`src/rtl/axil_pkg.sv`:
```
// ============================================================================
// Module  : axil_pkg
// Brief   : Shared types for the AXI4-Lite command/response initiator.
// Revision: 1.0
// ============================================================================
`default_nettype none

package axil_pkg;

    localparam int c_MAX_ADDR_W = 32;

    typedef enum logic [1:0] {
        OKAY   = 2'b00,
        EXOKAY = 2'b01,
        SLVERR = 2'b10,
        DECERR = 2'b11
    } resp_t;

    typedef enum logic [2:0] {
        IDLE    = 3'd0,
        WR_REQ  = 3'd1,
        WR_RESP = 3'd2,
        RD_REQ  = 3'd3,
        RD_RESP = 3'd4,
        RSP     = 3'd5
    } state_t;

    typedef struct packed {
        logic                    write;
        logic [c_MAX_ADDR_W-1:0] addr;
        logic [31:0]             wdata;
        logic [3:0]              wstrb;
    } axil_cmd_t;

endpackage

`default_nettype wire

```
`src/rtl/axil_master_if.sv`:
```
// ============================================================================
// Module  : axil_master_if
// Brief   : Command/response handshake plus AXI4-Lite master bus signals.
// Revision: 1.0
// ============================================================================
`default_nettype none

interface axil_master_if #(
    parameter int ADDR_WIDTH = 7
);
    logic                  cmd_valid;
    logic                  cmd_ready;
    logic                  cmd_write;
    logic [ADDR_WIDTH-1:0] cmd_addr;
    logic [31:0]           cmd_wdata;
    logic [3:0]            cmd_wstrb;

    logic                  rsp_valid;
    logic                  rsp_ready;
    logic [31:0]           rsp_rdata;
    logic [1:0]            rsp_resp;
    logic                  rsp_timeout;

    logic [ADDR_WIDTH-1:0] M_AXI_awaddr;
    logic [2:0]            M_AXI_awprot;
    logic                  M_AXI_awvalid;
    logic                  M_AXI_awready;
    logic [31:0]           M_AXI_wdata;
    logic [3:0]            M_AXI_wstrb;
    logic                  M_AXI_wvalid;
    logic                  M_AXI_wready;
    logic [1:0]            M_AXI_bresp;
    logic                  M_AXI_bvalid;
    logic                  M_AXI_bready;
    logic [ADDR_WIDTH-1:0] M_AXI_araddr;
    logic [2:0]            M_AXI_arprot;
    logic                  M_AXI_arvalid;
    logic                  M_AXI_arready;
    logic [31:0]           M_AXI_rdata;
    logic [1:0]            M_AXI_rresp;
    logic                  M_AXI_rvalid;
    logic                  M_AXI_rready;

    modport master (
        input  cmd_valid, cmd_write, cmd_addr, cmd_wdata, cmd_wstrb, rsp_ready,
        input  M_AXI_awready, M_AXI_wready, M_AXI_bresp, M_AXI_bvalid,
        input  M_AXI_arready, M_AXI_rdata, M_AXI_rresp, M_AXI_rvalid,
        output cmd_ready, rsp_valid, rsp_rdata, rsp_resp, rsp_timeout,
        output M_AXI_awaddr, M_AXI_awprot, M_AXI_awvalid,
        output M_AXI_wdata, M_AXI_wstrb, M_AXI_wvalid, M_AXI_bready,
        output M_AXI_araddr, M_AXI_arprot, M_AXI_arvalid, M_AXI_rready
    );

    modport slave (
        output cmd_valid, cmd_write, cmd_addr, cmd_wdata, cmd_wstrb, rsp_ready,
        output M_AXI_awready, M_AXI_wready, M_AXI_bresp, M_AXI_bvalid,
        output M_AXI_arready, M_AXI_rdata, M_AXI_rresp, M_AXI_rvalid,
        input  cmd_ready, rsp_valid, rsp_rdata, rsp_resp, rsp_timeout,
        input  M_AXI_awaddr, M_AXI_awprot, M_AXI_awvalid,
        input  M_AXI_wdata, M_AXI_wstrb, M_AXI_wvalid, M_AXI_bready,
        input  M_AXI_araddr, M_AXI_arprot, M_AXI_arvalid, M_AXI_rready
    );

endinterface

`default_nettype wire

```
`src/rtl/axil_master.sv`:
```
// ============================================================================
// Module  : axil_master
// Brief   : One-at-a-time command/response to single-beat AXI4-Lite initiator.
// Revision: 1.0
// ============================================================================
`default_nettype none

module axil_master
    import axil_pkg::*;
#(
    parameter int ADDR_WIDTH = 7,
    parameter int TIMEOUT    = 256
) (
    input  wire logic          axi_aclk,
    input  wire logic          axi_areset,
    axil_master_if.master      bus
);

    localparam int                    c_CNT_W     = (TIMEOUT > 0) ? $clog2(TIMEOUT + 1) : 1;
    localparam logic [c_CNT_W-1:0]    c_TMO_LAST  = c_CNT_W'(TIMEOUT - 1);
    localparam logic [ADDR_WIDTH-1:0] c_ADDR_MASK = ~ADDR_WIDTH'(3);

    state_t                r_state;
    state_t                w_state_nxt;
    logic                  w_abort;
    axil_cmd_t             w_cmd;
    logic                  w_aw_hs, w_w_hs, w_ar_hs;
    logic                  w_busy, w_tmo_hit;
    logic [c_CNT_W-1:0]    r_cnt;
    logic                  r_aw_done, r_w_done;
    logic [ADDR_WIDTH-1:0] r_awaddr, r_araddr;
    logic [31:0]           r_wdata;
    logic [3:0]            r_wstrb;
    logic                  r_awvalid, r_wvalid, r_bready, r_arvalid, r_rready;
    logic                  r_rsp_valid;
    logic [31:0]           r_rsp_rdata;
    resp_t                 r_rsp_resp;
    logic                  r_rsp_timeout;

    always_comb begin
        w_cmd       = '0;
        w_cmd.write = bus.cmd_write;
        w_cmd.addr  = c_MAX_ADDR_W'(bus.cmd_addr & c_ADDR_MASK);
        w_cmd.wdata = bus.cmd_wdata;
        w_cmd.wstrb = bus.cmd_wstrb;
    end

    assign w_aw_hs   = r_awvalid & bus.M_AXI_awready;
    assign w_w_hs    = r_wvalid & bus.M_AXI_wready;
    assign w_ar_hs   = r_arvalid & bus.M_AXI_arready;
    assign w_busy    = (r_state == WR_REQ) || (r_state == WR_RESP) ||
                       (r_state == RD_REQ) || (r_state == RD_RESP);
    assign w_tmo_hit = (TIMEOUT != 0) && w_busy && (r_cnt == c_TMO_LAST);

    always_ff @(posedge axi_aclk or posedge axi_areset) begin
        if (axi_areset) r_state <= IDLE;
        else            r_state <= w_state_nxt;
    end

    // A completing handshake takes priority over a timeout landing in the same cycle.
    always_comb begin
        w_state_nxt = r_state;
        w_abort     = 1'b0;
        case (r_state)
            IDLE:    if (bus.cmd_valid) w_state_nxt = w_cmd.write ? WR_REQ : RD_REQ;
            WR_REQ:  if ((r_aw_done | w_aw_hs) && (r_w_done | w_w_hs)) w_state_nxt = WR_RESP;
                     else if (w_tmo_hit) w_abort = 1'b1;
            WR_RESP: if (r_bready && bus.M_AXI_bvalid) w_state_nxt = RSP;
                     else if (w_tmo_hit) w_abort = 1'b1;
            RD_REQ:  if (w_ar_hs) w_state_nxt = RD_RESP;
                     else if (w_tmo_hit) w_abort = 1'b1;
            RD_RESP: if (r_rready && bus.M_AXI_rvalid) w_state_nxt = RSP;
                     else if (w_tmo_hit) w_abort = 1'b1;
            RSP:     if (bus.rsp_ready) w_state_nxt = IDLE;
            default: w_state_nxt = IDLE;
        endcase
        if (w_abort) w_state_nxt = RSP;
    end

    always_ff @(posedge axi_aclk or posedge axi_areset) begin
        if (axi_areset)                                 r_cnt <= '0;
        else if (TIMEOUT == 0 || w_state_nxt != r_state) r_cnt <= '0;
        else if (w_busy)                                r_cnt <= r_cnt + c_CNT_W'(1);
    end

    always_ff @(posedge axi_aclk or posedge axi_areset) begin
        if (axi_areset) begin
            r_aw_done     <= 1'b0;
            r_w_done      <= 1'b0;
            r_awaddr      <= '0;
            r_araddr      <= '0;
            r_wdata       <= '0;
            r_wstrb       <= '0;
            r_awvalid     <= 1'b0;
            r_wvalid      <= 1'b0;
            r_bready      <= 1'b0;
            r_arvalid     <= 1'b0;
            r_rready      <= 1'b0;
            r_rsp_valid   <= 1'b0;
            r_rsp_rdata   <= '0;
            r_rsp_resp    <= OKAY;
            r_rsp_timeout <= 1'b0;
        end else if (w_abort) begin
            r_awvalid     <= 1'b0;
            r_wvalid      <= 1'b0;
            r_bready      <= 1'b0;
            r_arvalid     <= 1'b0;
            r_rready      <= 1'b0;
            r_rsp_valid   <= 1'b1;
            r_rsp_rdata   <= '0;
            r_rsp_resp    <= SLVERR;
            r_rsp_timeout <= 1'b1;
        end else begin
            case (r_state)
                IDLE: if (bus.cmd_valid) begin
                    r_aw_done <= 1'b0;
                    r_w_done  <= 1'b0;
                    if (w_cmd.write) begin
                        r_awaddr  <= w_cmd.addr[ADDR_WIDTH-1:0];
                        r_wdata   <= w_cmd.wdata;
                        r_wstrb   <= w_cmd.wstrb;
                        r_awvalid <= 1'b1;
                        r_wvalid  <= 1'b1;
                    end else begin
                        r_araddr  <= w_cmd.addr[ADDR_WIDTH-1:0];
                        r_arvalid <= 1'b1;
                    end
                end
                WR_REQ: begin
                    if (w_aw_hs) begin
                        r_awvalid <= 1'b0;
                        r_aw_done <= 1'b1;
                    end
                    if (w_w_hs) begin
                        r_wvalid <= 1'b0;
                        r_w_done <= 1'b1;
                    end
                    if (w_state_nxt == WR_RESP) r_bready <= 1'b1;
                end
                WR_RESP: if (w_state_nxt == RSP) begin
                    r_bready      <= 1'b0;
                    r_rsp_valid   <= 1'b1;
                    r_rsp_rdata   <= '0;
                    r_rsp_resp    <= resp_t'(bus.M_AXI_bresp);
                    r_rsp_timeout <= 1'b0;
                end
                RD_REQ: if (w_state_nxt == RD_RESP) begin
                    r_arvalid <= 1'b0;
                    r_rready  <= 1'b1;
                end
                RD_RESP: if (w_state_nxt == RSP) begin
                    r_rready      <= 1'b0;
                    r_rsp_valid   <= 1'b1;
                    r_rsp_rdata   <= bus.M_AXI_rdata;
                    r_rsp_resp    <= resp_t'(bus.M_AXI_rresp);
                    r_rsp_timeout <= 1'b0;
                end
                RSP: if (bus.rsp_ready) r_rsp_valid <= 1'b0;
                default: ;
            endcase
        end
    end

    assign bus.cmd_ready     = (r_state == IDLE);
    assign bus.rsp_valid     = r_rsp_valid;
    assign bus.rsp_rdata     = r_rsp_rdata;
    assign bus.rsp_resp      = r_rsp_resp;
    assign bus.rsp_timeout   = r_rsp_timeout;
    assign bus.M_AXI_awaddr  = r_awaddr;
    assign bus.M_AXI_awprot  = 3'b000;
    assign bus.M_AXI_awvalid = r_awvalid;
    assign bus.M_AXI_wdata   = r_wdata;
    assign bus.M_AXI_wstrb   = r_wstrb;
    assign bus.M_AXI_wvalid  = r_wvalid;
    assign bus.M_AXI_bready  = r_bready;
    assign bus.M_AXI_araddr  = r_araddr;
    assign bus.M_AXI_arprot  = 3'b000;
    assign bus.M_AXI_arvalid = r_arvalid;
    assign bus.M_AXI_rready  = r_rready;

endmodule

`default_nettype wire

```
`src/flat_wrapper.sv`:
```
// flat-port wrapper written by rule: the top's interface ports become plain ports
module axil_master_flat import axil_pkg::*;
#(
    parameter int ADDR_WIDTH = 7,
    parameter int TIMEOUT    = 256
)
  (axi_aclk, axi_areset, bus_cmd_valid, bus_cmd_write, bus_cmd_addr, bus_cmd_wdata, bus_cmd_wstrb, bus_rsp_ready, bus_M_AXI_awready, bus_M_AXI_wready, bus_M_AXI_bresp, bus_M_AXI_bvalid, bus_M_AXI_arready, bus_M_AXI_rdata, bus_M_AXI_rresp, bus_M_AXI_rvalid, bus_cmd_ready, bus_rsp_valid, bus_rsp_rdata, bus_rsp_resp, bus_rsp_timeout, bus_M_AXI_awaddr, bus_M_AXI_awprot, bus_M_AXI_awvalid, bus_M_AXI_wdata, bus_M_AXI_wstrb, bus_M_AXI_wvalid, bus_M_AXI_bready, bus_M_AXI_araddr, bus_M_AXI_arprot, bus_M_AXI_arvalid, bus_M_AXI_rready);
  axil_master_if #(.ADDR_WIDTH(ADDR_WIDTH)) bus_i ();
  input  wire logic axi_aclk;
  input  wire logic axi_areset;
  input wire logic [$bits(bus_i.cmd_valid)-1:0] bus_cmd_valid;
  input wire logic [$bits(bus_i.cmd_write)-1:0] bus_cmd_write;
  input wire logic [$bits(bus_i.cmd_addr)-1:0] bus_cmd_addr;
  input wire logic [$bits(bus_i.cmd_wdata)-1:0] bus_cmd_wdata;
  input wire logic [$bits(bus_i.cmd_wstrb)-1:0] bus_cmd_wstrb;
  input wire logic [$bits(bus_i.rsp_ready)-1:0] bus_rsp_ready;
  input wire logic [$bits(bus_i.M_AXI_awready)-1:0] bus_M_AXI_awready;
  input wire logic [$bits(bus_i.M_AXI_wready)-1:0] bus_M_AXI_wready;
  input wire logic [$bits(bus_i.M_AXI_bresp)-1:0] bus_M_AXI_bresp;
  input wire logic [$bits(bus_i.M_AXI_bvalid)-1:0] bus_M_AXI_bvalid;
  input wire logic [$bits(bus_i.M_AXI_arready)-1:0] bus_M_AXI_arready;
  input wire logic [$bits(bus_i.M_AXI_rdata)-1:0] bus_M_AXI_rdata;
  input wire logic [$bits(bus_i.M_AXI_rresp)-1:0] bus_M_AXI_rresp;
  input wire logic [$bits(bus_i.M_AXI_rvalid)-1:0] bus_M_AXI_rvalid;
  output wire logic [$bits(bus_i.cmd_ready)-1:0] bus_cmd_ready;
  output wire logic [$bits(bus_i.rsp_valid)-1:0] bus_rsp_valid;
  output wire logic [$bits(bus_i.rsp_rdata)-1:0] bus_rsp_rdata;
  output wire logic [$bits(bus_i.rsp_resp)-1:0] bus_rsp_resp;
  output wire logic [$bits(bus_i.rsp_timeout)-1:0] bus_rsp_timeout;
  output wire logic [$bits(bus_i.M_AXI_awaddr)-1:0] bus_M_AXI_awaddr;
  output wire logic [$bits(bus_i.M_AXI_awprot)-1:0] bus_M_AXI_awprot;
  output wire logic [$bits(bus_i.M_AXI_awvalid)-1:0] bus_M_AXI_awvalid;
  output wire logic [$bits(bus_i.M_AXI_wdata)-1:0] bus_M_AXI_wdata;
  output wire logic [$bits(bus_i.M_AXI_wstrb)-1:0] bus_M_AXI_wstrb;
  output wire logic [$bits(bus_i.M_AXI_wvalid)-1:0] bus_M_AXI_wvalid;
  output wire logic [$bits(bus_i.M_AXI_bready)-1:0] bus_M_AXI_bready;
  output wire logic [$bits(bus_i.M_AXI_araddr)-1:0] bus_M_AXI_araddr;
  output wire logic [$bits(bus_i.M_AXI_arprot)-1:0] bus_M_AXI_arprot;
  output wire logic [$bits(bus_i.M_AXI_arvalid)-1:0] bus_M_AXI_arvalid;
  output wire logic [$bits(bus_i.M_AXI_rready)-1:0] bus_M_AXI_rready;
  assign bus_i.cmd_valid = bus_cmd_valid;
  assign bus_i.cmd_write = bus_cmd_write;
  assign bus_i.cmd_addr = bus_cmd_addr;
  assign bus_i.cmd_wdata = bus_cmd_wdata;
  assign bus_i.cmd_wstrb = bus_cmd_wstrb;
  assign bus_i.rsp_ready = bus_rsp_ready;
  assign bus_i.M_AXI_awready = bus_M_AXI_awready;
  assign bus_i.M_AXI_wready = bus_M_AXI_wready;
  assign bus_i.M_AXI_bresp = bus_M_AXI_bresp;
  assign bus_i.M_AXI_bvalid = bus_M_AXI_bvalid;
  assign bus_i.M_AXI_arready = bus_M_AXI_arready;
  assign bus_i.M_AXI_rdata = bus_M_AXI_rdata;
  assign bus_i.M_AXI_rresp = bus_M_AXI_rresp;
  assign bus_i.M_AXI_rvalid = bus_M_AXI_rvalid;
  assign bus_cmd_ready = bus_i.cmd_ready;
  assign bus_rsp_valid = bus_i.rsp_valid;
  assign bus_rsp_rdata = bus_i.rsp_rdata;
  assign bus_rsp_resp = bus_i.rsp_resp;
  assign bus_rsp_timeout = bus_i.rsp_timeout;
  assign bus_M_AXI_awaddr = bus_i.M_AXI_awaddr;
  assign bus_M_AXI_awprot = bus_i.M_AXI_awprot;
  assign bus_M_AXI_awvalid = bus_i.M_AXI_awvalid;
  assign bus_M_AXI_wdata = bus_i.M_AXI_wdata;
  assign bus_M_AXI_wstrb = bus_i.M_AXI_wstrb;
  assign bus_M_AXI_wvalid = bus_i.M_AXI_wvalid;
  assign bus_M_AXI_bready = bus_i.M_AXI_bready;
  assign bus_M_AXI_araddr = bus_i.M_AXI_araddr;
  assign bus_M_AXI_arprot = bus_i.M_AXI_arprot;
  assign bus_M_AXI_arvalid = bus_i.M_AXI_arvalid;
  assign bus_M_AXI_rready = bus_i.M_AXI_rready;
  axil_master #(.ADDR_WIDTH(ADDR_WIDTH), .TIMEOUT(TIMEOUT)) u_core (.axi_aclk(axi_aclk), .axi_areset(axi_areset), .bus(bus_i));
endmodule
```
`config.mk`:
```
export PLATFORM = sky130hd
export DESIGN_NAME = axil_master_flat
export DESIGN_NICKNAME = d
export VERILOG_FILES = /design/src/rtl/axil_pkg.sv /design/src/rtl/axil_master_if.sv /design/src/rtl/axil_master.sv /design/src/flat_wrapper.sv
export SDC_FILE = /design/constraint.sdc
export NUM_CORES = 1
export LEC_CHECK = 0
export CAP_MARGIN = 20
export CORE_ASPECT_RATIO = 1.4
export CORE_UTILIZATION = 42
export DETAILED_ROUTE_END_ITERATION = 6
export PLACE_DENSITY = 0.8
export SYNTH_ARGS = -nofsm -noshare
export SYNTH_HDL_FRONTEND = slang
export SYNTH_SLANG_ARGS = --single-unit
```
`constraint.sdc`:
```
create_clock -name axi_aclk -period 3.6 [get_ports axi_aclk]
set_input_delay 0.72 -clock axi_aclk [delete_from_list [all_inputs] [get_ports axi_aclk]]
set_output_delay 0.72 -clock axi_aclk [all_outputs]
set_load 0.005 [all_outputs]
```
## After elaboration in Yosys (flattened, before gate mapping)

Cells that the tools add are included.

| storage, ports and cells | value |
|---|---|
| register bits after elaboration | 101 |
| bits in latches | 0 |
| input port bits | 89 |
| memory bits (writable) | 0 |
| memories | 0 |
| ROM bits | 0 |
| word-level logic and storage cells | 136 |
| output and inout bits | 98 |

| operators by class | value |
|---|---|
| shift-type cells | 0 |
| add/subtract/negate cells | 1 |
| mux-type cells | 56 |
| equal/unequal tests | 24 |
| multipliers | 0 |
| div/mod/pow operators | 0 |
| bitwise gates (word level) | 7 |
| $lt $le $gt $ge | 0 |
| reduce and logical (&&, ||, !) cells | 31 |

Operators by type and width:

| cell | count |
|---|---|
| 32-bit two-way mux | 3 |
| 32-bit case mux with 2 select lines | 1 |
| 1-bit two-way mux | 28 |
| 4-bit AND reduction | 7 |
| 3-bit by 2-bit != test with 1-bit output (second input constant) | 8 |
| 3-bit two-way mux | 7 |
| 9-bit two-way mux | 2 |
| 3-bit case mux with 6 select lines | 1 |
| 3-bit nonzero test | 6 |
| 1-bit case mux with 2 select lines | 8 |
| 3-bit equality test (second input constant) | 4 |
| 3-bit AND reduction | 4 |
| 9-bit by 1-bit adder with 9-bit output (second input constant) | 1 |
| 3-bit by 2-bit equality test with 1-bit output (second input constant) | 3 |
| 9-bit by 8-bit equality test with 1-bit output (second input constant) | 1 |
| 3-bit by 1-bit != test with 1-bit output (second input constant) | 3 |
| 2-bit two-way mux | 4 |
| 2-bit nonzero test | 4 |
| 1-bit logical AND | 4 |
| 2-bit by 1-bit != test with 1-bit output (second input constant) | 2 |
| 1-bit case mux with 4 select lines | 1 |
| 2-bit case mux with 2 select lines | 1 |
| 1-bit bitwise AND | 3 |
| 3-bit by 1-bit equality test with 1-bit output (second input constant) | 1 |
| other kinds (8) | 12 |

## Depth between registers and ports, before layout

Gate-level depths: netlist of run 1.

| depth | value |
|---|---|
| depth in word-level cells | 13 |
| depth in mapped cells | 9 |

## Least setup slack after synthesis of run 1

OpenSTA, ideal clock, no wires.

| timing path | value |
|---|---|
| path type | input port to flip-flop |
| start point | input port bus_M_AXI_wready |
| end point | register u_core.r_rsp_valid (netlist: u_core.bus.rsp_valid) |
| data required time | 3,474 ps |
| stages | 5 |
| setup time | 126 ps |
| data arrival time | 1,909 ps |
| slack | 1,565 ps |
| cells stage by stage | a21oi_1 > o21a_1 > o31a_4 > a311o_1 > a221o_1 |

| on the way | value |
|---|---|
| cells in the longest elaborated chain, start to end | 9 |
| elaborated cells on any way between the ends | 14 |

Ends and longest elaborated chain:

| what | RTL line | text |
|---|---|---|
| from (decl) | flat_wrapper.sv:18 | `input wire logic [$bits(bus_i.M_AXI_wready)-1:0] bus_M_AXI_wready;` |
| 1-bit bitwise AND (*) | axil_master.sv:49 | `assign w_w_hs = r_wvalid & bus.M_AXI_wready;` |
| 1-bit bitwise OR (*) | axil_master.sv:66 | `WR_REQ: if ((r_aw_done \| w_aw_hs) && (r_w_done \| w_w_hs)) w_state_nxt = WR_RESP;` |
| 1-bit logical AND (*) | axil_master.sv:66 |  |
| 3-bit two-way mux / 1-bit two-way mux (equally long branches) | axil_master.sv:66 |  |
| 3-bit case mux with 6 select lines / 1-bit case mux with 4 select lines (equally long branches) | axil_master.sv:64 | `case (r_state)` |
| 3-bit two-way mux | axil_master.sv:77 | `if (w_abort) w_state_nxt = RSP;` |
| 3-bit equality test | axil_master.sv:140, axil_master.sv:151 |  |
| 3-bit by 1-bit != test with 1-bit output (no line) | - |  |
| 3-bit AND reduction (no line) | - |  |
| to (signal assigned) | axil_master.sv:142 | `r_rsp_valid <= 1'b1;` |
| to (signal assigned) | axil_master.sv:153 | `r_rsp_valid <= 1'b1;` |
| to (signal assigned) | axil_master.sv:158 | `RSP: if (bus.rsp_ready) r_rsp_valid <= 1'b0;` |
| to (decl) | axil_master.sv:35 | `logic r_rsp_valid;` |

Mark *: on every way between the ends. The rest lies on a longest branch, timed or not.
A chain may end at the register's enable or synchronous reset.

## Worst setup path after layout of run 1

| timing path | value |
|---|---|
| start point | register u_core.r_state[0] |
| end point | output port bus_cmd_ready |

| on the way | value |
|---|---|
| cells in the longest elaborated chain, start to end | 1 |

Ends and longest elaborated chain:

| what | RTL line | text |
|---|---|---|
| from (decl) | axil_master.sv:23 | `state_t r_state;` |
| from (signal assigned) | axil_master.sv:57 | `else r_state <= w_state_nxt;` |
| 3-bit logical NOT | axil_master.sv:164 | `assign bus.cmd_ready = (r_state == IDLE);` |
| to (decl) | flat_wrapper.sv:25 | `output wire logic [$bits(bus_i.cmd_ready)-1:0] bus_cmd_ready;` |

Every way passes these cells.

==> results of run 1 <==
-- registers in the layout, indices dropped and copies added, names as in the netlist, 2 cells and up --
| signal | flops |
|---|---|
| u_core.bus.rsp_rdata | 32 |
| u_core.bus.M_AXI_araddr | 5 |
| u_core.r_state | 3 |
| u_core.bus.rsp_resp | 2 |
| u_core.r_cnt | 9 |
| u_core.bus.M_AXI_wstrb | 4 |
| u_core.bus.M_AXI_awaddr | 5 |
| u_core.bus.M_AXI_wdata | 32 |
-- worst min path at each step --
| stage | start | to | cells past startpoint |
|---|---|---|---|
| 3_5_place_dp | u_core.bus.rsp_timeout$_DFFE_PP0P_ | u_core.bus.rsp_timeout$_DFFE_PP0P_ | 1 |
| 2_1_floorplan | u_core.r_aw_done$_DFFE_PP0P_ | u_core.r_aw_done$_DFFE_PP0P_ | 2 |
| 4_1_cts | u_core.bus.rsp_timeout$_DFFE_PP0P_ | u_core.bus.rsp_timeout$_DFFE_PP0P_ | 1 |
| 3_3_place_gp | u_core.r_w_done$_DFFE_PP0P_ | u_core.r_w_done$_DFFE_PP0P_ | 2 |
| 5_1_grt | u_core.bus.rsp_timeout$_DFFE_PP0P_ | u_core.bus.rsp_timeout$_DFFE_PP0P_ | 1 |
| 6_report | u_core.bus.rsp_timeout$_DFFE_PP0P_ | u_core.bus.rsp_timeout$_DFFE_PP0P_ | 1 |
-- stage by stage --
| step | utilization | std cells | hold WS, ns | instance area [µm²] | worst slack (ns) |
|---|---|---|---|---|---|
| 3_3_place_gp | 0.617 | 628 | 0.463 | 6140 | 0.827 |
| 2_1_floorplan | - | 342 | 0.449 | 4360 | 0.233 |
| 5_1_grt | 0.649 | 644 | 0.508 | 6460 | 0.764 |
| 6_report | 0.649 | 644 | 0.484 | 6460 | 0.830 |
| 3_5_place_dp | 0.617 | 628 | 0.475 | 6140 | 0.726 |
| 4_1_cts | 0.647 | 643 | 0.489 | 6440 | 0.822 |
-- report_power, final --
group	internal [W]	switching (W)	leakage [nW]
Sequential	0.00160	0.000310	1.27
Clock	0.000571	0.000411	0.147
Combinational	0.00135	0.000822	1.35
-- logic make-up after synthesis --
group | count (synthesis) | synth area share
compound gates | 75 | 0.137
xor+xnor | 7 | 0.0142
fa+ha+maj | 2 | 0.00579
buf+inv | 35 | 0.0475
flops | 101 | 0.585
mux | 49 | 0.127
other cells | 1 | 0.000868
simple gates | 63 | 0.0831
-- worst register-to-register path: stages (launching register included) --
cell,delay (ns)
dfrtp_1,0.63
or3b_1,0.35
a21oi_2,0.08
o31ai_1,0.48
a41oi_2,0.40
nor3_1,0.32
-- synth_stat cells, drive strengths merged, types with 2 or more instances --
| master | count | share of area |
|---|---|---|
| dfrtp | 101 | 0.58 |
| mux2 | 46 | 0.12 |
| a22o | 32 | 0.065 |
| buf | 24 | 0.038 |
| a21oi | 15 | 0.019 |
| nand2 | 15 | 0.013 |
| nor2 | 11 | 0.010 |
| inv | 8 | 0.0069 |
| nor3 | 8 | 0.0093 |
| o21ai | 8 | 0.0093 |
| nand3 | 7 | 0.0093 |
| xnor2 | 6 | 0.012 |
| and2 | 3 | 0.0043 |
| clkbuf | 3 | 0.0026 |
| mux2i | 3 | 0.0069 |
| nand4 | 3 | 0.0058 |
| a21o | 2 | 0.0035 |
| a41oi | 2 | 0.0058 |
| and3 | 2 | 0.0041 |
| ha | 2 | 0.0058 |
| nand2b | 2 | 0.0029 |
| nor3b | 2 | 0.0046 |
| o21a | 2 | 0.0035 |
| o22ai | 2 | 0.0029 |
| o31ai | 2 | 0.0035 |
| or3b | 2 | 0.0041 |
-- final cells by class --
type	instances	area [µm²]	share of cell area
clock buffer	11	253	0.0391
clock inverter	4	47.5	0.00736
inverter	8	32.5	0.00504
multi-input combinational	206	1630	0.252
sequential	101	2530	0.391
tap	135	169	0.0262
timing repair buffer	179	1800	0.279
-- per-layer routing --
metal	track usage	up-vias	wire, µm
met3	0.0542	34	671
met1	0.237	1625	4120
met5	0	-	0
met2	0.355	129	5720
li1	-	1538	-
met4	0.136	0	479
==> key figures, run 1 <==
Synth
  • Ys async rst share: 1.00
  • Mean Syn Cell Area: approximately 13 µm²
  • Netlist Area Pre-Place: 4320 µm²
  • Ys Warns: 0
  • Post-Synthesis Cells: 333
  • #FFs+latches synth: 101
  • EDFF count, synth: 0
  • Part of the Yosys area used for sequential elements: 0.585
  • Cell variety after synth: 56
  • Ys flop type: dfrtp_1

Pwr
  • Pleak: roughly 2.8 nW
  • Tot Pwr: 0.00506 W
  • Power per Cell Area: 783 nW/µm²
  • Peak supply drop: 0.410 mV

Cells and area
  • Diode count: 0
  • FILL cells: 790
  • Share of layout cells above drive strength 1: 0.157
  • # nets final: 596
  • Most frequent cells in the layout: 174 x clkdlybuf4s50_1, 101 x dfrtp_1, 46 x mux2_2
  • Most common cell after layout, fill and taps aside: clkdlybuf4s50_1
  • P&R area growth vs syn: 49.4%

Timing
  • RSZ-0062 raised after global routing: no
  • F_max: 361 MHz
  • Worst-case clock skew: 0.0124 ns
  • Post-route clock period utilization: 0.769
  • Max Slew Vio Count: 0
  • Worst-margin pin slew: 0.630 ns
  • Minimum clock period: around 2.8 ns
  • Setup_tns: 0 ns
  • Relative slew slack: 0.580
  • Final hold vios: 0
  • Setup violators final: 0

Floorplan
  • Die Area: 10700 µm²
  • Starting Density: 0.434
  • Core area: 9950 µm²
  • Die W: 87.7 µm
  • I/O pins: 187
  • Vert. Die Dim: 122 µm
  • FP Rows: 43

Worst setup path
  • CP arrival: 2.05 ns
  • WP depth: 3
  • Max stage delay on crit path: 0.55 ns
  • Top Family by Delay on Critical Path: buffers and inverters
  • Crit Path Class: flip-flop to primary output
  • WP data required: between 2 and 3 ns
  • Critical path startpoint category: flip-flop
  • Worst-case reg-to-reg path depth: 5
  • Launch point of the worst path: u_core.r_state[0]$_DFF_PP0_
  • Slowest cell on crit path: dfrtp_1
  • Setup crit end: bus_cmd_ready
  • R2R setup slack: about 1.2 ns
  • CP Capture Type: primary output
  • Largest fanout on the critical path: 17
  • Reg2Reg Launch Point: u_core.r_state[0]$_DFF_PP0_
  • CP cell instances: or3_1 -> inv_1 -> clkdlybuf4s50_1
  • Reg2Reg Capture Point: u_core.r_cnt[3]$_DFFE_PP0P_
  • Critical path buffer and inverter count: 2

Clock network
  • Num CTS Buffers: 9
  • CTS tree: yes
  • H-tree levels: 3
  • Clock Latency Late Sink: between 0.3 and 0.4 ns
  • CTS Buffer Depth: 2
  • Root buffer cell: clkbuf_16
  • Post-CTS Hold Buffers: 0
  • Clock Sinks: 101
  • Worst-path clk slew: 0.06 ns
  • # Post-CTS Setup Buffers: 0
  • PostCTS Resize Cnt: 0

Global routing
  • Vias in the first global route: roughly 3.6k
  • Global-route wire length before repair: 17100 µm
  • Total congestion overflow: 0
  • Total GRT Usage: 0.212
  • Initial antenna violation count: 0
  • Largest net degree at the start of global routing: 52

Routing
  • Total wire length: 11000 µm
  • Vias: between 3k and 4k
  • Vias per inst: 5.16
  • Avg WL per Cell: 17.1 µm
  • DRT Pass-1 Iters: 4
  • Drt first-iter violations: 120
  • Drc violations: 0
  • Final ANT Viol Nets: 0

Placed design
  • Routability cong.: 0.782
  • DP HPWL: 7920 µm
  • Port bufs: 174

Outcome
  • Status: complete, no violations

Run
  • MaxCap Viol Count: 0

Hold path
  • Tightest Hold Check Type: flip-flop to flip-flop
No activity file was read; power rests on OpenSTA's default activity.
==> inputs of run 2 (changes only) <==
- clock period: 3.6 -> 2.6 ns (I/O delays scaled with it)
==> key figures, run 2 (synthesis gave the netlist of run 1 again) <==
Outcome
  • Status: complete, no violations (unchanged)

Floorplan
  • Starting Density: 0.434 (unchanged)
  • Die W: 87.7 µm (unchanged)
  • Core area: 9950 µm² (unchanged)
  • Vert. Die Dim: 122 µm (unchanged)
  • Die Area: 10700 µm² (unchanged)
  • FP Rows: 43 (unchanged)
  • I/O pins: 187 (unchanged)

Pwr
  • Seq pwr share: 0.374 (was 0.377)
  • Tot Pwr: 0.00709 W (was 0.00506 W)
  • P_int: 0.00496 W (was 0.00352 W)
  • Psw: 0.00213 W (was 0.00154 W)
  • Power per Cell Area: 1080 nW/µm² (was 783 nW/µm²)
  • Sw Ratio: 0.301 (was 0.305)
  • Peak supply drop: 0.635 mV (was 0.410 mV)
  • Combinational share of power: 0.431 (was 0.429)
  • Clock power frac: 0.195 (was 0.194)
  • Pleak: 2.80 nW (was 2.76 nW)

Clock network
  • CTS tree: yes (unchanged)
  • Clock Sinks: 101 (unchanged)
  • # Post-CTS Setup Buffers: 0 (unchanged)
  • Worst-path clk slew: 0.07 ns (was 0.06 ns)
  • CTS Buffer Depth: 2 (unchanged)
  • Clock Latency Late Sink: 0.34 ns (was 0.35 ns)
  • Root buffer cell: clkbuf_16 (unchanged)
  • H-tree levels: 3 (unchanged)
  • Num CTS Buffers: 9 (unchanged)

Timing
  • F_max: slightly below 400 MHz
  • Worst-margin pin slew: 0.655 ns (was 0.630 ns)
  • Relative slew slack: 0.563 (was 0.580)
  • Final hold vios: 0 (unchanged)
  • WHS: 0.487 ns (was 0.484 ns)
  • Minimum clock period: between 2 and 3 ns
  • RSZ-0062 raised after global routing: no (unchanged)
  • Setup_tns: 0 ns (unchanged)
  • Setup violators final: 0 (unchanged)
  • Max Slew Vio Count: 0 (unchanged)
  • Worst-case clock skew: 0.00502 ns (was 0.0124 ns)
  • Post-route clock period utilization: 0.968

Global routing
  • Total GRT Usage: 0.209 (was 0.212)
  • Largest net degree at the start of global routing: 45 (was 52)
  • Vias in the first global route: 3456 (was 3581)
  • Met1 Resource Use GR: 0.255 (was 0.237)
  • Global-route wire length before repair: 17100 µm (about the same)
  • Initial antenna violation count: 0 (unchanged)
  • Total congestion overflow: 0 (unchanged)
  • GRT met2 Usage: 0.346 (was 0.355)
  • Met3 GRT Util: 0.0542 (unchanged)
  • GRT busiest layer: met2 (unchanged)

Placed design
  • DP HPWL: 7950 µm (was 7920 µm)
  • Routability cong.: 0.804 (was 0.782)
  • Dpl cells: 635 (was 628)
  • Port bufs: 174 (unchanged)

Routing
  • Avg WL per Cell: 16.8 µm (was 17.1 µm)
  • DRT Pass-1 Iters: 5 (was 4)
  • Vias: 3437 (was 3326)
  • Total wire length: 10900 µm (was 11000 µm)
  • Drc violations: 0 (unchanged)
  • Drt first-iter violations: 214 (was 120)
  • Final ANT Viol Nets: 0 (unchanged)
  • Vias per inst: 5.28 (was 5.16)

Hold path
  • Hold_sp: u_core.r_w_done$_DFFE_PP0P_ (was u_core.bus.rsp_timeout$_DFFE_PP0P_)
  • Tightest Hold Check Type: flip-flop to flip-flop (unchanged)

Cells and area
  • Non-filler cells, final: 651 (was 644)
  • Diode count: 0 (unchanged)
  • Most frequent cells in the layout: 174 x clkdlybuf4s50_1, 99 x dfrtp_1, 46 x mux2_2 (was 174 x clkdlybuf4s50_1, 101 x dfrtp_1, 46 x mux2_2)
  • Share of layout cells above drive strength 1: 0.171 (was 0.157)
  • P&R area growth vs syn: 51.4% (was 49.4%)
  • Final core utilization: 0.658 (was 0.649)
  • Most common cell after layout, fill and taps aside: clkdlybuf4s50_1 (unchanged)
  • FILL cells: 761 (was 790)
  • # nets final: 602 (was 596)

Worst setup path
  • Slowest cell on crit path: clkdlybuf4s50_1 (was dfrtp_1)
  • CP arrival: 2.00 ns (was 2.05 ns)
  • Max stage delay on crit path: 0.52 ns (was 0.55 ns)
  • Critical path buffer and inverter count: 2 (unchanged)
  • CP Capture Type: primary output (unchanged)
  • Critical path startpoint category: flip-flop (unchanged)
  • Reg2Reg Launch Point: u_core.r_state[1]$_DFF_PP0_ (was u_core.r_state[0]$_DFF_PP0_)
  • WP data required: 2.08 ns (was 2.88 ns)
  • CP cell instances: or3_1 -> inv_1 -> clkdlybuf4s50_1 (unchanged)
  • Largest fanout on the critical path: 17 (unchanged)
  • Launch point of the worst path: u_core.r_state[0]$_DFF_PP0_ (unchanged)
  • Crit Path Class: flip-flop to primary output (unchanged)
  • Top Family by Delay on Critical Path: buffers and inverters (unchanged)

Run
  • MaxCap Viol Count: 0 (unchanged)
run 2: cell types whose count changed in the layout (fill, tap and decap cells not counted):
cell | before | now
dfrtp_1 | 101 | 99
clkbuf_1 | 0 | 1
dfrtp_2 | 0 | 2
clkbuf_8 | 2 | 3
buf_4 | 3 | 7
clkinv_2 | 2 | 1
clkinvlp_4 | 1 | 2
buf_12 | 2 | 4
inv_4 | 1 | 0
run 2: layout make-up:
cell class / instances / area [µm²] / share of cell area
inverters: 8 / 33.8 / 0.00516
repair buffers: 185 / 1870 / 0.286
clock inverters: 3 / 42.5 / 0.00650
well taps: 135 / 169 / 0.0258
flip-flops and latches: 101 / 2530 / 0.387
multi-input cells: 206 / 1630 / 0.248
clock buffers: 13 / 270 / 0.0413
run 2: routing by layer:
metal / wire [µm] / share of wire
met1: 4220 / 0.39
met2: 5750 / 0.53
met3: 696 / 0.064
met4: 254 / 0.023
met5: 0 / 0
run 2: final timing paths:
check,endpoint,slack [ns],depth (start not counted)
min in group asynchronous,u_core.bus.rsp_rdata[18]$_DFFE_PP0P_,0.62,2
worst max-delay path,bus_cmd_ready,0.08,3
max in group asynchronous,u_core.bus.M_AXI_wdata[13]$_DFFE_PP0P_,1.34,3
worst max register to register,u_core.r_cnt[1]$_DFFE_PP0P_,0.41,6
worst min register to register,u_core.r_w_done$_DFFE_PP0P_,0.49,2
worst min-delay path,u_core.r_w_done$_DFFE_PP0P_,0.49,2
run 2: per-stage QoR:
stage          worst slack (ns)  instance area, µm²
2_1_floorplan             0.738                4360
3_3_place_gp              0.153                6230
3_5_place_dp              0.100                6230
4_1_cts                 0.00466                6540
5_1_grt               0.0000491                6550
6_report                 0.0822                6550
run 2: power by group through the flow:
stage               logic (W)  clock network [W]  registers, W
floorplan             0.00140                  0       0.00261
global placement      0.00301                  0       0.00262
detailed placement    0.00306                  0       0.00266
CTS                   0.00309            0.00142       0.00264
global route          0.00329            0.00147       0.00273
finish                0.00306            0.00138       0.00265
run 2: tightest hold or removal path, stage by stage (launching register included):
cell	delay, ns
dfrtp_1	0.34
nand2_1	0.05
o21ai_0	0.06
run 2: repair_timing:
action / CTS / global route
resized for setup: 0 / 2
hold buffers: 0 / 0
hold endpoints to repair: 0 / 0
endpoints found under the setup margin: 0 / 1
